### src/rtl/gottagofast_pkg.sv
// rtl/gottagofast_pkg.sv - FastRAM DRAM sequencer states, strobe bundle and default timing
package gottagofast_pkg;

    localparam int DEF_REFRESH_INTERVAL = 110;
    localparam int DEF_MAX_DEBT         = 8;
    localparam int DEF_T_RP             = 1;
    localparam int DEF_T_RAS_REF        = 2;

    typedef enum logic [2:0] {
        IDLE,
        ACC_RAS,
        ACC_CAS,
        REF_CAS,
        REF_RAS,
        PRECH
    } dram_state_t;

    typedef struct packed {
        logic ras_n;
        logic ucas_n;
        logic lcas_n;
        logic mux_col;
    } dram_strobes_t;

    localparam dram_strobes_t STROBES_IDLE = '{ras_n: 1'b1, ucas_n: 1'b1, lcas_n: 1'b1, mux_col: 1'b0};

endpackage

### src/rtl/dram_refresh_arbiter_if.sv
// rtl/dram_refresh_arbiter_if.sv - 68000 bus side and DRAM strobe side of the FastRAM sequencer
interface dram_refresh_arbiter_if;

    logic ASn;
    logic UDSn;
    logic LDSn;
    logic RAM_SEL;
    logic RASn;
    logic UCASn;
    logic LCASn;
    logic MUX_COL;

    modport master (
        output ASn, UDSn, LDSn, RAM_SEL,
        input  RASn, UCASn, LCASn, MUX_COL
    );

    modport slave (
        input  ASn, UDSn, LDSn, RAM_SEL,
        output RASn, UCASn, LCASn, MUX_COL
    );

endinterface

### src/rtl/refresh_timer.sv
// rtl/refresh_timer.sv - refresh interval timer, saturating owed-refresh counter, sticky overflow
module refresh_timer
    import gottagofast_pkg::*;
#(
    parameter int REFRESH_INTERVAL = DEF_REFRESH_INTERVAL,
    parameter int MAX_DEBT         = DEF_MAX_DEBT
) (
    input  logic                          CLK,
    input  logic                          RESET,
    input  logic                          ref_dec,
    output logic [$clog2(MAX_DEBT+1)-1:0] debt,
    output logic                          overflow
);

    localparam int IW = (REFRESH_INTERVAL > 1) ? $clog2(REFRESH_INTERVAL) : 1;
    localparam int DW = $clog2(MAX_DEBT + 1);

    logic [IW-1:0] interval_q;
    logic          tick;
    logic          debt_full;

    assign tick      = (interval_q == IW'(REFRESH_INTERVAL - 1));
    assign debt_full = (debt == DW'(MAX_DEBT));

    // A tick and a consumed refresh in the same cycle cancel out.
    always_ff @(posedge CLK) begin
        if (RESET) begin
            interval_q <= '0;
            debt       <= '0;
            overflow   <= 1'b0;
        end else begin
            interval_q <= tick ? '0 : interval_q + IW'(1);
            if (tick && debt_full) begin
                overflow <= 1'b1;
            end
            if (tick && !ref_dec && !debt_full) begin
                debt <= debt + DW'(1);
            end else if (ref_dec && !tick && (debt != '0)) begin
                debt <= debt - DW'(1);
            end
        end
    end

endmodule

### src/rtl/dram_refresh_arbiter.sv
// rtl/dram_refresh_arbiter.sv - FastRAM DRAM sequencer: 68000 accesses vs CAS-before-RAS refresh
module dram_refresh_arbiter
    import gottagofast_pkg::*;
#(
    parameter int REFRESH_INTERVAL = DEF_REFRESH_INTERVAL,
    parameter int MAX_DEBT         = DEF_MAX_DEBT,
    parameter int T_RP             = DEF_T_RP,
    parameter int T_RAS_REF        = DEF_T_RAS_REF
) (
    input  logic                          CLK,
    input  logic                          RESET,
    dram_refresh_arbiter_if.slave         bus,
    output logic [$clog2(MAX_DEBT+1)-1:0] REF_DEBT,
    output logic                          REF_OVERFLOW
);

    localparam int CNT_MAX = (T_RAS_REF > T_RP) ? T_RAS_REF : T_RP;
    localparam int CNT_W   = (CNT_MAX > 1) ? $clog2(CNT_MAX) : 1;

    dram_state_t      state_q, state_d;
    logic [CNT_W-1:0] cnt_q, cnt_d;
    dram_strobes_t    str_q, str_d;
    logic             ref_dec;

    refresh_timer #(
        .REFRESH_INTERVAL (REFRESH_INTERVAL),
        .MAX_DEBT         (MAX_DEBT)
    ) u_refresh_timer (
        .CLK      (CLK),
        .RESET    (RESET),
        .ref_dec  (ref_dec),
        .debt     (REF_DEBT),
        .overflow (REF_OVERFLOW)
    );

    always_ff @(posedge CLK) begin
        if (RESET) begin
            state_q <= IDLE;
            cnt_q   <= '0;
            str_q   <= STROBES_IDLE;
        end else begin
            state_q <= state_d;
            cnt_q   <= cnt_d;
            str_q   <= str_d;
        end
    end

    always_comb begin
        state_d = state_q;
        cnt_d   = '0;
        str_d   = STROBES_IDLE;
        ref_dec = 1'b0;

        unique case (state_q)
            IDLE: begin
                if (bus.RAM_SEL && !bus.ASn) begin
                    state_d = ACC_RAS;
                end else if (bus.ASn && (REF_DEBT != '0)) begin
                    state_d = REF_CAS;
                end
            end
            ACC_RAS: begin
                if (bus.ASn) begin
                    state_d = PRECH;
                end else if (!bus.UDSn || !bus.LDSn) begin
                    state_d = ACC_CAS;
                end
            end
            ACC_CAS: begin
                if (bus.ASn) begin
                    state_d = PRECH;
                end
            end
            REF_CAS: begin
                state_d = REF_RAS;
                ref_dec = 1'b1;
            end
            REF_RAS: begin
                if (cnt_q == CNT_W'(T_RAS_REF - 1)) begin
                    state_d = PRECH;
                end else begin
                    cnt_d = cnt_q + CNT_W'(1);
                end
            end
            PRECH: begin
                if (cnt_q == CNT_W'(T_RP - 1)) begin
                    state_d = IDLE;
                end else begin
                    cnt_d = cnt_q + CNT_W'(1);
                end
            end
            default: state_d = IDLE;
        endcase

        // Strobes are registered from the state being entered, so pins follow the state edge.
        case (state_d)
            ACC_RAS: str_d = '{ras_n: 1'b0, ucas_n: 1'b1, lcas_n: 1'b1, mux_col: (state_q == ACC_RAS)};
            ACC_CAS: str_d = '{ras_n: 1'b0, ucas_n: bus.UDSn, lcas_n: bus.LDSn, mux_col: 1'b1};
            REF_CAS: str_d = '{ras_n: 1'b1, ucas_n: 1'b0, lcas_n: 1'b0, mux_col: 1'b0};
            REF_RAS: str_d = '{ras_n: 1'b0, ucas_n: 1'b0, lcas_n: 1'b0, mux_col: 1'b0};
            default: str_d = STROBES_IDLE;
        endcase
    end

    assign bus.RASn    = str_q.ras_n;
    assign bus.UCASn   = str_q.ucas_n;
    assign bus.LCASn   = str_q.lcas_n;
    assign bus.MUX_COL = str_q.mux_col;

endmodule
### src/flat_wrapper.sv
// flat-port wrapper written by rule: the top's interface ports become plain ports
module dram_refresh_arbiter_flat import gottagofast_pkg::*;
#(
    parameter int REFRESH_INTERVAL = DEF_REFRESH_INTERVAL,
    parameter int MAX_DEBT         = DEF_MAX_DEBT,
    parameter int T_RP             = DEF_T_RP,
    parameter int T_RAS_REF        = DEF_T_RAS_REF
)
  (CLK, RESET, REF_DEBT, REF_OVERFLOW, bus_ASn, bus_UDSn, bus_LDSn, bus_RAM_SEL, bus_RASn, bus_UCASn, bus_LCASn, bus_MUX_COL);
  dram_refresh_arbiter_if bus_i ();
  input  logic CLK;
  input  logic RESET;
  output logic [$clog2(MAX_DEBT+1)-1:0] REF_DEBT;
  output logic REF_OVERFLOW;
  input wire logic [$bits(bus_i.ASn)-1:0] bus_ASn;
  input wire logic [$bits(bus_i.UDSn)-1:0] bus_UDSn;
  input wire logic [$bits(bus_i.LDSn)-1:0] bus_LDSn;
  input wire logic [$bits(bus_i.RAM_SEL)-1:0] bus_RAM_SEL;
  output wire logic [$bits(bus_i.RASn)-1:0] bus_RASn;
  output wire logic [$bits(bus_i.UCASn)-1:0] bus_UCASn;
  output wire logic [$bits(bus_i.LCASn)-1:0] bus_LCASn;
  output wire logic [$bits(bus_i.MUX_COL)-1:0] bus_MUX_COL;
  assign bus_i.ASn = bus_ASn;
  assign bus_i.UDSn = bus_UDSn;
  assign bus_i.LDSn = bus_LDSn;
  assign bus_i.RAM_SEL = bus_RAM_SEL;
  assign bus_RASn = bus_i.RASn;
  assign bus_UCASn = bus_i.UCASn;
  assign bus_LCASn = bus_i.LCASn;
  assign bus_MUX_COL = bus_i.MUX_COL;
  dram_refresh_arbiter #(.REFRESH_INTERVAL(REFRESH_INTERVAL), .MAX_DEBT(MAX_DEBT), .T_RP(T_RP), .T_RAS_REF(T_RAS_REF)) u_core (.CLK(CLK), .RESET(RESET), .bus(bus_i), .REF_DEBT(REF_DEBT), .REF_OVERFLOW(REF_OVERFLOW));
endmodule
### config.mk
export PLATFORM = sky130hd
export DESIGN_NAME = dram_refresh_arbiter_flat
export DESIGN_NICKNAME = d
export VERILOG_FILES = /design/src/rtl/gottagofast_pkg.sv /design/src/rtl/dram_refresh_arbiter_if.sv /design/src/rtl/refresh_timer.sv /design/src/rtl/dram_refresh_arbiter.sv /design/src/flat_wrapper.sv
export SDC_FILE = /design/constraint.sdc
export NUM_CORES = 1
export LEC_CHECK = 0
export ABC_AREA = 1
export CAP_MARGIN = 30
export CELL_PAD_IN_SITES_DETAIL_PLACEMENT = 0
export CELL_PAD_IN_SITES_GLOBAL_PLACEMENT = 1
export CORE_MARGIN = 2
export CORE_UTILIZATION = 30
export CTS_BUF_LIST = sky130_fd_sc_hd__clkbuf_4 sky130_fd_sc_hd__clkbuf_8
export DETAILED_ROUTE_END_ITERATION = 8
export PLACE_DENSITY_LB_ADDON = 0.1
export RECOVER_POWER = 100
export SLEW_MARGIN = 20
export SYNTH_ARGS = -nofsm -noshare
export SYNTH_HDL_FRONTEND = slang
export SYNTH_SLANG_ARGS = --single-unit
### constraint.sdc
create_clock -name CLK -period 4.49 [get_ports CLK]
set_input_delay 0.449 -clock CLK [delete_from_list [all_inputs] [get_ports CLK]]
set_output_delay 0.449 -clock CLK [all_outputs]
set_load 0.02 [all_outputs]
After elaboration in Yosys (flattened, before gate mapping) --
Cells that the tools add are included.
Word-level totals: register bits after elaboration 20, latch bits 0, memory bits (writable) 0, bits in read-only memories 0, input port bits 6, logic and storage cells 57, memories kept 0
Cells by class: $add $sub $neg 4, $mul 0, div/mod/pow operators 0, magnitude comparators 0, equal/unequal tests 11, shift-type cells 0, mux-type cells 15, bitwise operators 0, reductions and logical operators 18
Operators with widths (number):
- two-way mux 3 bit | 7
- case mux 3 bit (6 select lines) | 1
- case mux 4 bit (4 select lines) | 1
- == test 3 x 2 -> 1 bit, second input constant | 4
- == test 3 bit, second input constant | 3
- two-way mux 4 bit | 2
- adder 7 x 1 -> 7 bit, second input constant | 1
- == test 7 bit, second input constant | 1
- logical AND 1 bit | 7
- == test 3 x 1 -> 1 bit, second input constant | 2
- logical NOT 1 bit | 6
- adder 4 x 1 -> 4 bit, second input constant | 1
- == test 4 bit, second input constant | 1
- nonzero test 4 bit | 1
- subtractor 4 x 1 -> 4 bit, second input constant | 1
- logical NOT 3 bit | 1
- two-way mux 1 bit | 3
- case mux 1 bit (2 select lines) | 1
- nonzero test 2 bit | 1
- OR reduction 2 bit | 1
- adder 1 bit, second input constant | 1
- logical OR 1 bit | 1

Depth between registers and ports, before layout --
word-level depth 7, gate-level depth with buffers 15, gate-level depth less buffers 15

By module --
From an unflattened synthesis, not the netlist that was laid out.
Unflattened totals: cells, all modules 157, area, all modules 1169.9 sq um
By module, submodules not included:
- refresh_timer | instances 1, cells an instance 87, area each 678.2 sq um, sequential area each 240.2 sq um
- dram_refresh_arbiter | instances 1, cells an instance 70, area each 491.7 sq um, sequential area each 160.2 sq um

Worst setup path before layout --
No wires, ideal clock.
path kind register to register, from reg u_core.u_refresh_timer.debt[0], to reg u_core.u_refresh_timer.debt[3], setup time 0.113 ns, arrival time 1.786 ns, path slack 2.591 ns, stages on the path, launching flop included 14, clock period less this slack 1.899 ns, cell sequence dfxtp_1 > nor2_1 > nand2_1 > nor2_1 > nor2_2 > nand2_2 > ha_1 > a21boi_0 > nor2_1 > inv_1 > nand2_1 > nand3_1 > nor2_1 > nor2_1
On the way: word-level cells in the longest chain between the ends 4, elaborated cells between the ends (all ways) 10, those cells by class add/sub: 2; eq/ne: 1; mux: 2; reduce/logical: 5
RTL lines:
- start, declared | RTL line refresh_timer.sv:11 | output logic [$clog2(MAX_DEBT+1)-1:0] debt,
- start signal, assigned | RTL line refresh_timer.sv:37 | debt <= debt + DW'(1);
- start signal, assigned | RTL line refresh_timer.sv:39 | debt <= debt - DW'(1);
- branches (longest 4 deep; another with subtractor 4 x 1 -> 4 bit)
Parallel ways; which one is timed is not known. The select of a mux whose other input is x is not followed. A chain may end at the register's enable or synchronous reset.

Final worst setup path --
from reg u_core.u_refresh_timer.interval_q[0], to reg u_core.u_refresh_timer.debt[3]
On the way: word-level cells in the longest chain between the ends 5, elaborated cells between the ends (all ways) 8, those cells by class eq/ne: 1; mux: 1; reduce/logical: 6
RTL lines:
- start, declared | RTL line refresh_timer.sv:18 | logic [IW-1:0] interval_q;
- start signal, assigned | RTL line refresh_timer.sv:32 | interval_q <= tick ? '0 : interval_q + IW'(1);
- == test 7 bit * | RTL line refresh_timer.sv:22 | assign tick = (interval_q == IW'(REFRESH_INTERVAL - 1));
- logical NOT 1 bit | RTL line refresh_timer.sv:38 | end else if (ref_dec && !tick && (debt != '0)) begin
- logical AND 1 bit (2 in a row) | RTL line refresh_timer.sv:38
- nonzero test 2 bit (no source line)
Mark *: on every way between the ends. The rest lies on a longest branch, timed or not.

==> flow_summary.yaml <==
logic_synthesis:
  ys_seq_elements: 20
  synthCells: 163
  synth_edf_count: 0
  netlist_area_mm2: 0.001106
  ys_top_cells_by_count: "40 x nand2_1, 26 x nor2_1, 20 x dfxtp_1, 18 x inv_1, 13 x nand3_1"
  syn_nets: 174
  synth.most_common_cell: "nand2_1"
  yosysUniqueCellTypes: 22
  synth_flop_cell: "dfxtp_1"
  synth.largest_area_cell: "dfxtp_1"
  netlist.area_leader.share_pct: 36.20
  avgSynthCellArea_um2: 6.786
  synth_area_leaders: "dfxtp_1 36%, nand2_1 14%, nor2_1 8.8%"
  synth-warning-count: 0
  async_flop_share_pct: 0
  ys_seq_area_share_pct: 36.20
drt:
  drt_wl_total_um: 2338
  vias: 1035
  drcViolationCount: 0
  avgRoutedWirePerCell_um: 10.25
  dr.pass1.iters: 4
  via_per_inst: 4.539
  antenna_left: 0
  drtIter0Drc: 36
clocking:
  cts_tree: "built"
  htree_num_levels: 1
  root_buffer: "clkbuf_8"
  postCtsSetupBuffers: 0
  cts_resized: 0
  cts_num_sinks: 20
  clkSlewWorstSetupHoldPaths_ps: 70
  cts_buffer_depth: 2
  postCtsHoldBufs: 0
  numCtsBuffers: 3
  insertion_delay_ps: 250
critical_path:
  critPathBufInv: 1
  slowest_stage: "dfxtp_1"
  crit_arrival_ps: 2290
  critPathLaunchType: "register"
  crit_fanout: 6
  max_stage_delay_ps: 380
  path_cells: "ha_1, nand3_1, nor2_1, nand2_1, ha_1, a21boi_0, nor2_1, inv_1, nand2_1, nand3_1, nand2_1, nand2_1, nor2_1"
  crit_type: "register to register"
  crit_top_cell: "nand2_1"
  crit_family: "simple AND/OR/NAND/NOR gates"
  cp.required_ps: 4690
  critPathCaptureType: "register"
placed_design:
  place_ws_ps: 2505
  dp_hpwl_um: 1850
  io_buffers: 14
  globalplace.congestion: 0.9033
timing:
  fin_setup_tns_ps: 0
  drv_slew: 0
  post-route-period-util_pct: 46.64
  fin_crit_ps: 2094
  worst_pin_slew_ps: 356.1
  fmax_ghz: 0.4775
  setup_violations: 0
  fin_ws_ps: 2396
  finalClockSkew_ps: 2.155
  slew_headroom_pct: 76.18
  grt_setup_unrepaired: "false"
  hold_viol: 0
run:
  maxCapViolations: 0
global_routing:
  grt_pass1_vias: 1023
  grt_usage_pct: 12.71
  grt_pass1_wl_um: 4181
  grt_start_max_net_pins: 12
  grt_antenna_before_repair: 0
  overflow: 0
cells_and_area:
  drive_above_1_share_pct: 9.444
  nNetsFinal: 192
  area_growth_syn_to_layout_pct: 20.81
  antenna_cells: 0
floorplan:
  dieArea_mm2: 0.004189
  core.rowCount: 22
  core_mm2: 0.003606
  dieHeight_um: 64.72
  ios: 15
  initial_core_util_pct: 30.67
  die_x_um: 64.72
pwr:
  power_density_mw_per_mm2: 285.7
  p_total_uw: 381.7
  leakagePower_uw: 0.0006126
  irDropWorstVdd_uv: 86.08
hold_path:
  hold_path_class: "register to register"
outcome:
  outcome: "finished clean"
==> per-stage QoR <==
stage | utilization [%] | instance area [µm²] | hold WS (ps) | cells
global route | 37.06 | 1336 | 481.4 | 228
floorplan | - | 1106 | 414.4 | 163
CTS | 37.34 | 1346 | 453.3 | 228
global placement | 35.81 | 1291 | 437.8 | 224
finish | 37.06 | 1336 | 454.0 | 228
detailed placement | 35.81 | 1291 | 437.0 | 224
==> power breakdown <==
| group | internal, µW | leakage (µW) | switching [µW] |
|---|---|---|---|
| Sequential | 185 | 0.000163 | 5.26 |
| Combinational | 21.2 | 0.000421 | 33.5 |
| Clock | 78.0 | 0.0000288 | 58.5 |
| Total | 284 | 0.000613 | 97.3 |
==> registers in the layout (all words and copies together) (netlist names) <==
name and flops:
u_core.bus.LCASn 1, u_core.u_refresh_timer.overflow 1, u_core.u_refresh_timer.interval_q 7, u_core.state_q 3, u_core.bus.RASn 1, u_core.bus.UCASn 1
u_core.u_refresh_timer.debt 4, u_core.bus.MUX_COL 1, u_core.cnt_q 1
==> cells by family (layout without fill, tap and decap cells) <==
kind of cell	after synthesis	in the layout	synth area share [%]
AOI/OAI and AO/OA	12	12	5.882
xor gates and xnor gates	2	2	1.584
adders and majority gates	5	5	6.335
and+or+nand+nor	100	100	40.84
buffers and inverters	24	41	9.162
DFF	20	20	36.20
==> cell type report <==
class | instances | area, µm²
fillers | 408 | 2270
well taps | 48 | 60.06
multi-input cells | 119 | 594.3
flip-flops and latches | 20 | 400.4
clock buffers | 4 | 55.05
repair buffers | 14 | 140.1
inverters | 23 | 86.33
==> worst reg2reg max path, stage by stage (launching register included) <==
cell and delay (ps):
dfxtp_1 380, ha_1 180, nand3_1 80, nor2_1 180, nand2_1 210, ha_1 350, a21boi_0 130, nor2_1 140
inv_1 50, nand2_1 60, nand3_1 90, nand2_1 70, nand2_1 40, nor2_1 70
==> path summary, 6_finish.rpt <==
check	end	slack, ps	cells after the start	start
setup reg to reg	u_core.u_refresh_timer.debt[3]$_SDFFE_PP0P_	2400	13	u_core.u_refresh_timer.interval_q[0]$_SDFF_PP0_
hold reg to reg	u_core.cnt_q$_SDFF_PP0_	450	1	u_core.cnt_q$_SDFF_PP0_
hold / removal	u_core.cnt_q$_SDFF_PP0_	450	1	u_core.cnt_q$_SDFF_PP0_
setup / recovery	u_core.u_refresh_timer.debt[3]$_SDFFE_PP0P_	2400	13	u_core.u_refresh_timer.interval_q[0]$_SDFF_PP0_
==> layer usage <==
layer	vias up	global-route usage, %	wire length (µm)
met4	0	7.713	27
met3	2	1.563	51
li1	549	-	-
met1	467	15.58	1107
met5	-	0	0
met2	17	21.13	1152
==> layout by cell type, fill, tap and decap left out, drive strengths merged, types with 2 or more instances in the layout <==
cell and n:
nor3b 2, nand4 3, dfxtp 20, inv 23, ha 4, clkdlybuf4s50 3
clkbuf 4, nor3 3, o21ai 3, nor4 2, nand2 43, xnor2 2
nand3 14, nor2 33, a21oi 7, dlygate4sd3 11
Power figures use the tool's default switching activity.
